### src/rtl/muldiv_unit.sv
// Multiply/divide unit with HI/LO result registers: multi-cycle mult/multu, radix-2 restoring div/divu, mthi/mtlo.
// Optional macro MDU_DIVZERO_EN adds a divzero flag and a single-cycle divide-by-zero completion.
module muldiv_unit #(
  parameter int MUL_CYCLES = 5
) (
  input  logic        clk,
  input  logic        rst,
  input  logic        start,
  input  logic [2:0]  op,
  input  logic [31:0] a,
  input  logic [31:0] b,
  output logic        busy,
  output logic        done,
  output logic [31:0] hi,
  output logic [31:0] lo
`ifdef MDU_DIVZERO_EN
  ,
  output logic        divzero
`endif
);

  localparam logic [2:0] IDLE = 3'd0;
  localparam logic [2:0] MUL  = 3'd1;
  localparam logic [2:0] DIV  = 3'd2;
  localparam logic [2:0] FIX  = 3'd3;
  localparam logic [2:0] DONE = 3'd4;

  logic [2:0]  state_q, state_d;
  logic [4:0]  cnt_q, cnt_d;
  logic [31:0] a_q, a_d, b_q, b_d;
  logic        sgn_q, sgn_d;
  logic [31:0] rem_q, rem_d, quo_q, quo_d;
  logic [31:0] hi_q, hi_d, lo_q, lo_d;
`ifdef MDU_DIVZERO_EN
  logic        dz_q, dz_d;
  logic        divzero_q, divzero_d;
`endif

  logic [63:0] ext_a, ext_b, prod;
  logic [31:0] dvs;
  logic [32:0] sub;

  // Sign-extending to 64 bits lets one truncated multiply serve both signed and unsigned.
  assign ext_a = {{32{sgn_q & a_q[31]}}, a_q};
  assign ext_b = {{32{sgn_q & b_q[31]}}, b_q};
  assign prod  = ext_a * ext_b;

  assign dvs = (sgn_q && b_q[31]) ? -b_q : b_q;
  // Partial remainder never exceeds the divisor magnitude, so bit 32 of the difference is the borrow.
  assign sub = {rem_q, quo_q[31]} - {1'b0, dvs};

  always_comb begin
    state_d = state_q;
    cnt_d   = cnt_q;
    a_d     = a_q;
    b_d     = b_q;
    sgn_d   = sgn_q;
    rem_d   = rem_q;
    quo_d   = quo_q;
    hi_d    = hi_q;
    lo_d    = lo_q;
`ifdef MDU_DIVZERO_EN
    dz_d      = dz_q;
    divzero_d = divzero_q;
`endif
    case (state_q)
      IDLE: begin
        if (start) begin
          case (op)
            3'b000, 3'b001: begin
              a_d     = a;
              b_d     = b;
              sgn_d   = ~op[0];
              cnt_d   = 5'(MUL_CYCLES - 1);
              state_d = MUL;
`ifdef MDU_DIVZERO_EN
              divzero_d = 1'b0;
`endif
            end
            3'b010, 3'b011: begin
              a_d     = a;
              b_d     = b;
              sgn_d   = ~op[0];
              rem_d   = '0;
              quo_d   = (!op[0] && a[31]) ? -a : a;
              cnt_d   = 5'd31;
              state_d = DIV;
`ifdef MDU_DIVZERO_EN
              divzero_d = 1'b0;
              dz_d      = (b == 32'd0);
              if (b == 32'd0) state_d = FIX;
`endif
            end
            3'b100:  hi_d = a;
            3'b101:  lo_d = a;
            default: ;
          endcase
        end
      end
      MUL: begin
        if (cnt_q == 5'd0) begin
          hi_d    = prod[63:32];
          lo_d    = prod[31:0];
          state_d = DONE;
        end else begin
          cnt_d = cnt_q - 5'd1;
        end
      end
      DIV: begin
        rem_d = sub[32] ? {rem_q[30:0], quo_q[31]} : sub[31:0];
        quo_d = {quo_q[30:0], ~sub[32]};
        if (cnt_q == 5'd0) state_d = FIX;
        else cnt_d = cnt_q - 5'd1;
      end
      FIX: begin
        hi_d    = (sgn_q && a_q[31]) ? -rem_q : rem_q;
        lo_d    = (sgn_q && (a_q[31] ^ b_q[31])) ? -quo_q : quo_q;
        state_d = DONE;
`ifdef MDU_DIVZERO_EN
        if (dz_q) begin
          hi_d      = a_q;
          lo_d      = 32'hFFFF_FFFF;
          divzero_d = 1'b1;
        end
`endif
      end
      DONE:    state_d = IDLE;
      default: state_d = IDLE;
    endcase
  end

  always_ff @(posedge clk) begin
    if (rst) begin
      state_q <= IDLE;
      cnt_q   <= '0;
      a_q     <= '0;
      b_q     <= '0;
      sgn_q   <= 1'b0;
      rem_q   <= '0;
      quo_q   <= '0;
      hi_q    <= '0;
      lo_q    <= '0;
`ifdef MDU_DIVZERO_EN
      dz_q      <= 1'b0;
      divzero_q <= 1'b0;
`endif
    end else begin
      state_q <= state_d;
      cnt_q   <= cnt_d;
      a_q     <= a_d;
      b_q     <= b_d;
      sgn_q   <= sgn_d;
      rem_q   <= rem_d;
      quo_q   <= quo_d;
      hi_q    <= hi_d;
      lo_q    <= lo_d;
`ifdef MDU_DIVZERO_EN
      dz_q      <= dz_d;
      divzero_q <= divzero_d;
`endif
    end
  end

  assign busy = (state_q == MUL) || (state_q == DIV) || (state_q == FIX);
  assign done = (state_q == DONE);
  assign hi   = hi_q;
  assign lo   = lo_q;
`ifdef MDU_DIVZERO_EN
  assign divzero = divzero_q;
`endif

endmodule

### config.mk
export PLATFORM = sky130hd
export DESIGN_NAME = muldiv_unit
export DESIGN_NICKNAME = d
export VERILOG_FILES = /design/src/rtl/muldiv_unit.sv
export SDC_FILE = /design/constraint.sdc
export NUM_CORES = 2
export LEC_CHECK = 0
export ABC_AREA = 1
export BUFFER_PORTS_ARGS = -buffer_cell sky130_fd_sc_hd__buf_2
export CAP_MARGIN = 10
export CORE_MARGIN = 10
export CORE_UTILIZATION = 45
export CTS_CLUSTER_DIAMETER = 150
export CTS_CLUSTER_SIZE = 40
export DETAILED_ROUTE_END_ITERATION = 8
export GPL_ROUTABILITY_DRIVEN = 0
export GPL_TIMING_DRIVEN = 0
export PLACE_DENSITY = 0.72
export SETUP_SLACK_MARGIN = 0.2
export SLEW_MARGIN = 10
export SYNTH_ARGS = -nofsm -noshare
export SYNTH_HDL_FRONTEND = slang
export SYNTH_SLANG_ARGS = --single-unit
### constraint.sdc
create_clock -name clk -period 7.7 [get_ports clk]
set_input_delay 1.155 -clock clk [delete_from_list [all_inputs] [get_ports clk]]
set_output_delay 1.155 -clock clk [all_outputs]
set_load 0.01 [all_outputs]
=== Yosys cells after proc, flatten, opt, wreduce, memory -nomap -nowiden ===
Cells that the tools add are included.

* Mux-type cells: 28
* Reduce and logical (&&, ||, !) cells: 23
* Add/subtract/negate cells: 6
* Eq/ne operators: 17
* Bitwise operators: 5
* Multipliers: 1

{| class="wikitable"
|+ Operator list
! cell !! number
|-
| $mux 32 || 15
|-
| $pmux 32 s3 || 2
|-
| $neg 32->32 || 4
|-
| $pmux 32 s2 || 2
|-
| $mul 33x33->64 || 1
|-
| $sub 33x32->33 || 1
|-
| $pmux 5 s2 || 2
|-
| $reduce_and 4->1 || 4
|-
| $eq 3x2->1 const B || 4
|-
| $pmux 3 s4 || 1
|-
| $mux 5 || 2
|-
| $eq 3x3->1 const B || 3
|-
| $mux 3 || 3
|-
| $ne 2x2->1 const B || 4
|-
| $eq 3x1->1 const B || 2
|-
| $logic_not 3->1 || 2
|-
| $ne 2x1->1 const B || 3
|-
| $pmux 3 s2 || 1
|-
| $reduce_and 3->1 || 2
|-
| $reduce_or 2->1 || 3
|-
| $logic_not 5->1 || 1
|-
| $sub 5x1->5 const B || 1
|-
| $logic_and 1x1->1 || 4
|-
| $reduce_bool 2->1 || 2
|-
| 8 further kinds || 11
|}

* Flip-flop bits (word level): 201
* Input port bits: 70
* Output and inout bits: 66
* Logic and storage cells: 89

=== Logic depth before layout (Yosys ltp) ===
* Depth in word-level cells: 6
* Depth in mapped cells: 35
* Depth with buffers taken out: 33

=== Least setup slack after synthesis ===
OpenSTA, ideal clock, no wires.

* Path kind: flip-flop to flip-flop
* Start point: register a_q[31]
* End point: register hi_q[31] (netlist: hi[31])
* Clock period less this slack: 7902 ps
* Slack: -202 ps
* Path buffers: 4
* Cell stages (with the launch flop): 32
* Required time: 7630 ps
* Arrival time: 7832 ps
* Setup time: 70 ps
* Cells stage by stage: dfxtp_1 buf_2 nand2_1 clkbuf_1 clkbuf_1 clkbuf_1 nor2_1 fa_1 inv_1 fa_1 inv_1 fa_1 inv_1 fa_1 fa_1 fa_1 inv_1 fa_1 inv_1 fa_1 inv_1 ha_1 inv_1 nor3_1 nand2_1 nor3_1 nand2_1 nand2_1 inv_1 nand2_1 nand3_1 a21oi_1

* Word-level cells in the longest chain between the ends: 4
* Elaborated cells between the ends (all ways): 6
* Classes of those cells: mul (1); mux (3); bitwise (1); reduce/logical (1)

{| class="wikitable"
|+ RTL lines
! element !! RTL line !! source
|-
| start, declared || 30 || <nowiki>logic [31:0] a_q, a_d, b_q, b_d;</nowiki>
|-
| start signal, assigned || 136 || <nowiki>a_q <= '0;</nowiki>
|-
| start signal, assigned || 150 || <nowiki>a_q <= a_d;</nowiki>
|-
| $and 1x1->1 || 44 || <nowiki>assign ext_a = {{32{sgn_q & a_q[31]}}, a_q};</nowiki>
|-
| $mul 33x33->64 || 46 || <nowiki>assign prod = ext_a * ext_b;</nowiki>
|-
| $mux 32 || 101 || <nowiki>if (cnt_q == 5'd0) begin</nowiki>
|-
| $pmux 32 s3 * || 66 || <nowiki>case (state_q)</nowiki>
|-
| end signal, assigned || 155 || <nowiki>hi_q <= hi_d;</nowiki>
|-
| end, declared || 33 || <nowiki>logic [31:0] hi_q, hi_d, lo_q, lo_d;</nowiki>
|}

Every way passes the cells marked *; elsewhere a longest branch is shown, timed or not. The select of a mux whose other input is x is not followed.
A chain may end at the register's enable or synchronous reset.

=== Final worst setup path ===
* Start point: register a_q[31]
* End point: register hi_q[15] (netlist: hi[15])

Same word-level chain as after synthesis.

==> results by group <==
Floorplanning
  • Die height: about 370 µm
  • Area of the core: about 0.12 mm²
  • Starting Density: 0.454
  • Die Area: 0.136 mm²
  • Row count: 127
  • Die X: approximately 370 µm
  • Boundary pin count: approximately 140

Finish
  • Area of the multi-input gates: approximately 0.043 mm²
  • Fill cells: 11500
  • Nets@finish: roughly 9200
  • Flip-flop and latch area: around 0.0040 mm²
  • Fin util: 0.504
  • Synth-to-layout area growth: 10.8%
  • Ratio of cells with drive above 1 in the final layout: 0.114

Global route
  • First-pass GRT wire length: approximately 310000 µm
  • Global route overflow: 0
  • Initial antenna violation count: 3
  • Pin count of the biggest net entering global routing: 41
  • Vias in the first global route: approximately 52000
  • GRT Util Overall: 0.305

Timing
  • Hold slack final: just under 500 ps
  • Max-slew headroom: 0.208
  • Period utilization: 1.01
  • Final hold vios: 0
  • Setup TNS: -101 ps
  • Setup Viol. Count Final: 3
  • Least-Margin Pin Slew: about 1200 ps
  • Final min period: between 7000 and 8000 ps
  • Final slew viol count: 0
  • Final WS setup: -48.0 ps
  • Unrepaired setup endpoints after global routing: true
  • FMAX: roughly 130 MHz
  • Clock skew: 51.2 ps

Synthesis
  • Post-Syn Area per Cell: between 7 and 8 µm²
  • Seq/Total Area, Yosys: 0.0736
  • Syn nets: between 9000 and 10000
  • Yosys cell types: 56
  • Ys Warns: 0
  • Number of flops mapped to enable cells by yosys: 0
  • Seq cells post-synth: 201
  • Post-synthesis async set-or-reset flop share: 0
  • Top_reg_cell synth: dfxtp_1
  • Synth Instances: between 7000 and 8000
  • Synthesized area: roughly 0.055 mm²

Detailed routing
  • Post-DRT Antenna Nets: 0
  • Initial DRC Count: approximately 6300
  • DR pass1 iterations: 7
  • Drc violations: 0
  • Total wire length: roughly 210000 µm
  • DR vias: ~53000
  • Via-per-instance ratio: 5.59
  • Per-cell routed wire length: between 20 and 25 µm

Status
  • Failing checks: negative setup slack
  • Status: finished, violations left

Clock network
  • TritonCTS Sinks: roughly 200
  • CTS max path bufs: 3
  • Later-pin clock latency in the skew report: 540 ps
  • CTS tree: yes
  • Htree depth: 1
  • Clock-pin slew on the worst setup and hold paths: about 180 ps
  • Total CTS buffers: 9
  • CTS root buf: clkbuf_16

Worst setup path
  • Max incr delay on CP: between 600 and 700 ps
  • Setup CP Type: flop to flop
  • Worst path slowest cell: fa_2
  • Buf/Inv on CP: 11
  • Setup crit end kind: flop
  • CP dominant cell by count: fa_1
  • Critical path peak fanout: 6
  • Worst Path Arrival: approximately 8200 ps
  • Crit-path leading delay family: adder cells
  • Crit start category: flop
  • Critical Path RT: approximately 8200 ps

Power
  • Pwr Density: approximately 200 mW/mm²
  • Total power: approximately 12 mW
  • Peak supply drop: between 200 and 250 µV
  • Lkg Pwr: roughly 33 nW

Placed design
  • Dpl hpwl: 177000 µm
  • Post-place setup slack: -1720 ps
  • Input/output buffers: roughly 140

Worst hold path
  • Hold Path Class: flop to flop

Flow run
  • # Max-Cap Violations: 0
-- cells in the final DEF (no fill, tap or decap), drive strengths merged, types with 2 or more instances in the layout --
| cell type | Yosys | final |
|---|---|---|
| a211oi | 4 | 4 |
| inv | 1946 | 1939 |
| fa | 1126 | 1126 |
| nor3 | 52 | 52 |
| nand3b | 18 | 18 |
| o211ai | 22 | 22 |
| and2 | 5 | 5 |
| a221oi | 3 | 3 |
| clkbuf | 328 | 282 |
| nand3 | 318 | 318 |
| diode | 0 | 5 |
| o21a | 2 | 2 |
| o21ai | 267 | 267 |
| nand4 | 52 | 52 |
| a21o | 2 | 2 |
| xnor2 | 16 | 16 |
| o221ai | 7 | 7 |
| xor2 | 46 | 46 |
| and3 | 4 | 4 |
| nor2 | 455 | 455 |
| a311oi | 4 | 4 |
| buf | 31 | 273 |
| nand2 | 1990 | 1990 |
| o21bai | 15 | 15 |
| a31oi | 23 | 23 |
| ha | 251 | 251 |
| clkinv | 4 | 5 |
| nor4 | 3 | 3 |
| clkinvlp | 0 | 8 |
| dfxtp | 201 | 201 |
| or2 | 29 | 29 |
| a21oi | 340 | 340 |
-- layer usage --
metal	global-route usage	part of all wire	up-vias
li1	-	-	22500
met1	0.367	0.34	25200
met2	0.453	0.42	3810
met3	0.106	0.14	1006
met4	0.214	0.095	4
met5	0.00356	0.00032	-
-- synth_stat cells, types with 4 or more instances --
library cell / number / area, µm²
or2_2: 29 / 181
xnor2_1: 16 / 140
nand3_1: 314 / 1570
o21bai_1: 15 / 113
a211oi_1: 4 / 30.0
inv_1: 1933 / 7260
buf_1: 12 / 45.0
a311oi_1: 4 / 35.0
nor3_1: 48 / 240
clkbuf_8: 7 / 96.3
nand4_1: 52 / 325
nor2_2: 5 / 31.3
o21ai_1: 10 / 50.1
dfxtp_1: 201 / 4020
a31oi_1: 23 / 144
a21oi_1: 337 / 1690
clkinv_1: 4 / 15.0
nand2_2: 7 / 43.8
o211ai_1: 22 / 165
nand2_4: 6 / 67.6
o221ai_1: 7 / 61.3
and3_1: 4 / 25.0
ha_1: 251 / 3140
o21ai_0: 256 / 1280
nand2_1: 1977 / 7420
clkbuf_1: 321 / 1200
and2_1: 5 / 31.3
nor2_1: 449 / 1690
buf_2: 15 / 75.1
xor2_1: 46 / 403
fa_1: 1126 / 22500
inv_2: 13 / 48.8
nand3b_1: 18 / 135
-- through the flow --
stage,instance area (µm²),cells
finish,60600,9388
global route,60600,9383
CTS,59200,9364
detailed placement,57400,9320
global placement,57400,9320
floorplan,54700,7573
-- cell type report --
class | count | area share
sequential | 201 | 0.0665
multi-input combinational | 5062 | 0.718
buffer | 359 | 0.0376
clock buffer | 9 | 0.00372
tap | 1612 | 0.0333
inverter | 1950 | 0.121
timing repair buffer | 188 | 0.0187
antenna | 5 | 0.000207
clock inverter | 2 | 0.000764
-- path summary, 6_finish.rpt --
kind,start,to,slack [ps],cells past startpoint
worst max-delay path,a_q[31],hi[15],-50,31
worst min-delay path,quo_q[25],quo_q[25],490,2
worst max register to register,a_q[31],hi[15],-50,31
worst min register to register,quo_q[25],quo_q[25],490,2
-- cells by family after synthesis --
family / count (synthesis) / share of synthesized area
compound gates: 696 / 0.0682
xor+xnor: 62 / 0.00993
fa+ha+maj: 1377 / 0.470
buf+inv: 2310 / 0.161
flops: 201 / 0.0736
simple gates: 2927 / 0.218
-- sequential cells by signal, summed over array words and instances, names as in the netlist --
name and cells:
rem_q 32, cnt_q 5, sgn_q 1, hi 32
a_q 32, b_q 32, lo 32, state_q 3
quo_q 32
-- power breakdown --
group | switching [mW] | internal (mW) | leakage (nW)
logic | 6.69 | 3.35 | 31.1
clock network | 0.398 | 0.228 | 0.130
registers | 0.214 | 1.26 | 1.64
-- what timing repair did --
item	CTS	global route
hold buffers	0	0
resized for setup	485	504
pin swaps	51	126
cloned	2	0
setup endpoints to repair	49	45
setup buffers	32	19
-- worst register-to-register path: cells and delay by family (launching register included) --
kind,cells,cell delay [ps]
DFF,1,380
and+or+nand+nor,10,1230
buffers and inverters,11,1330
AOI/OAI and AO/OA,1,180
adders and majority gates,9,4590
No activity file was read; power rests on OpenSTA's default activity.
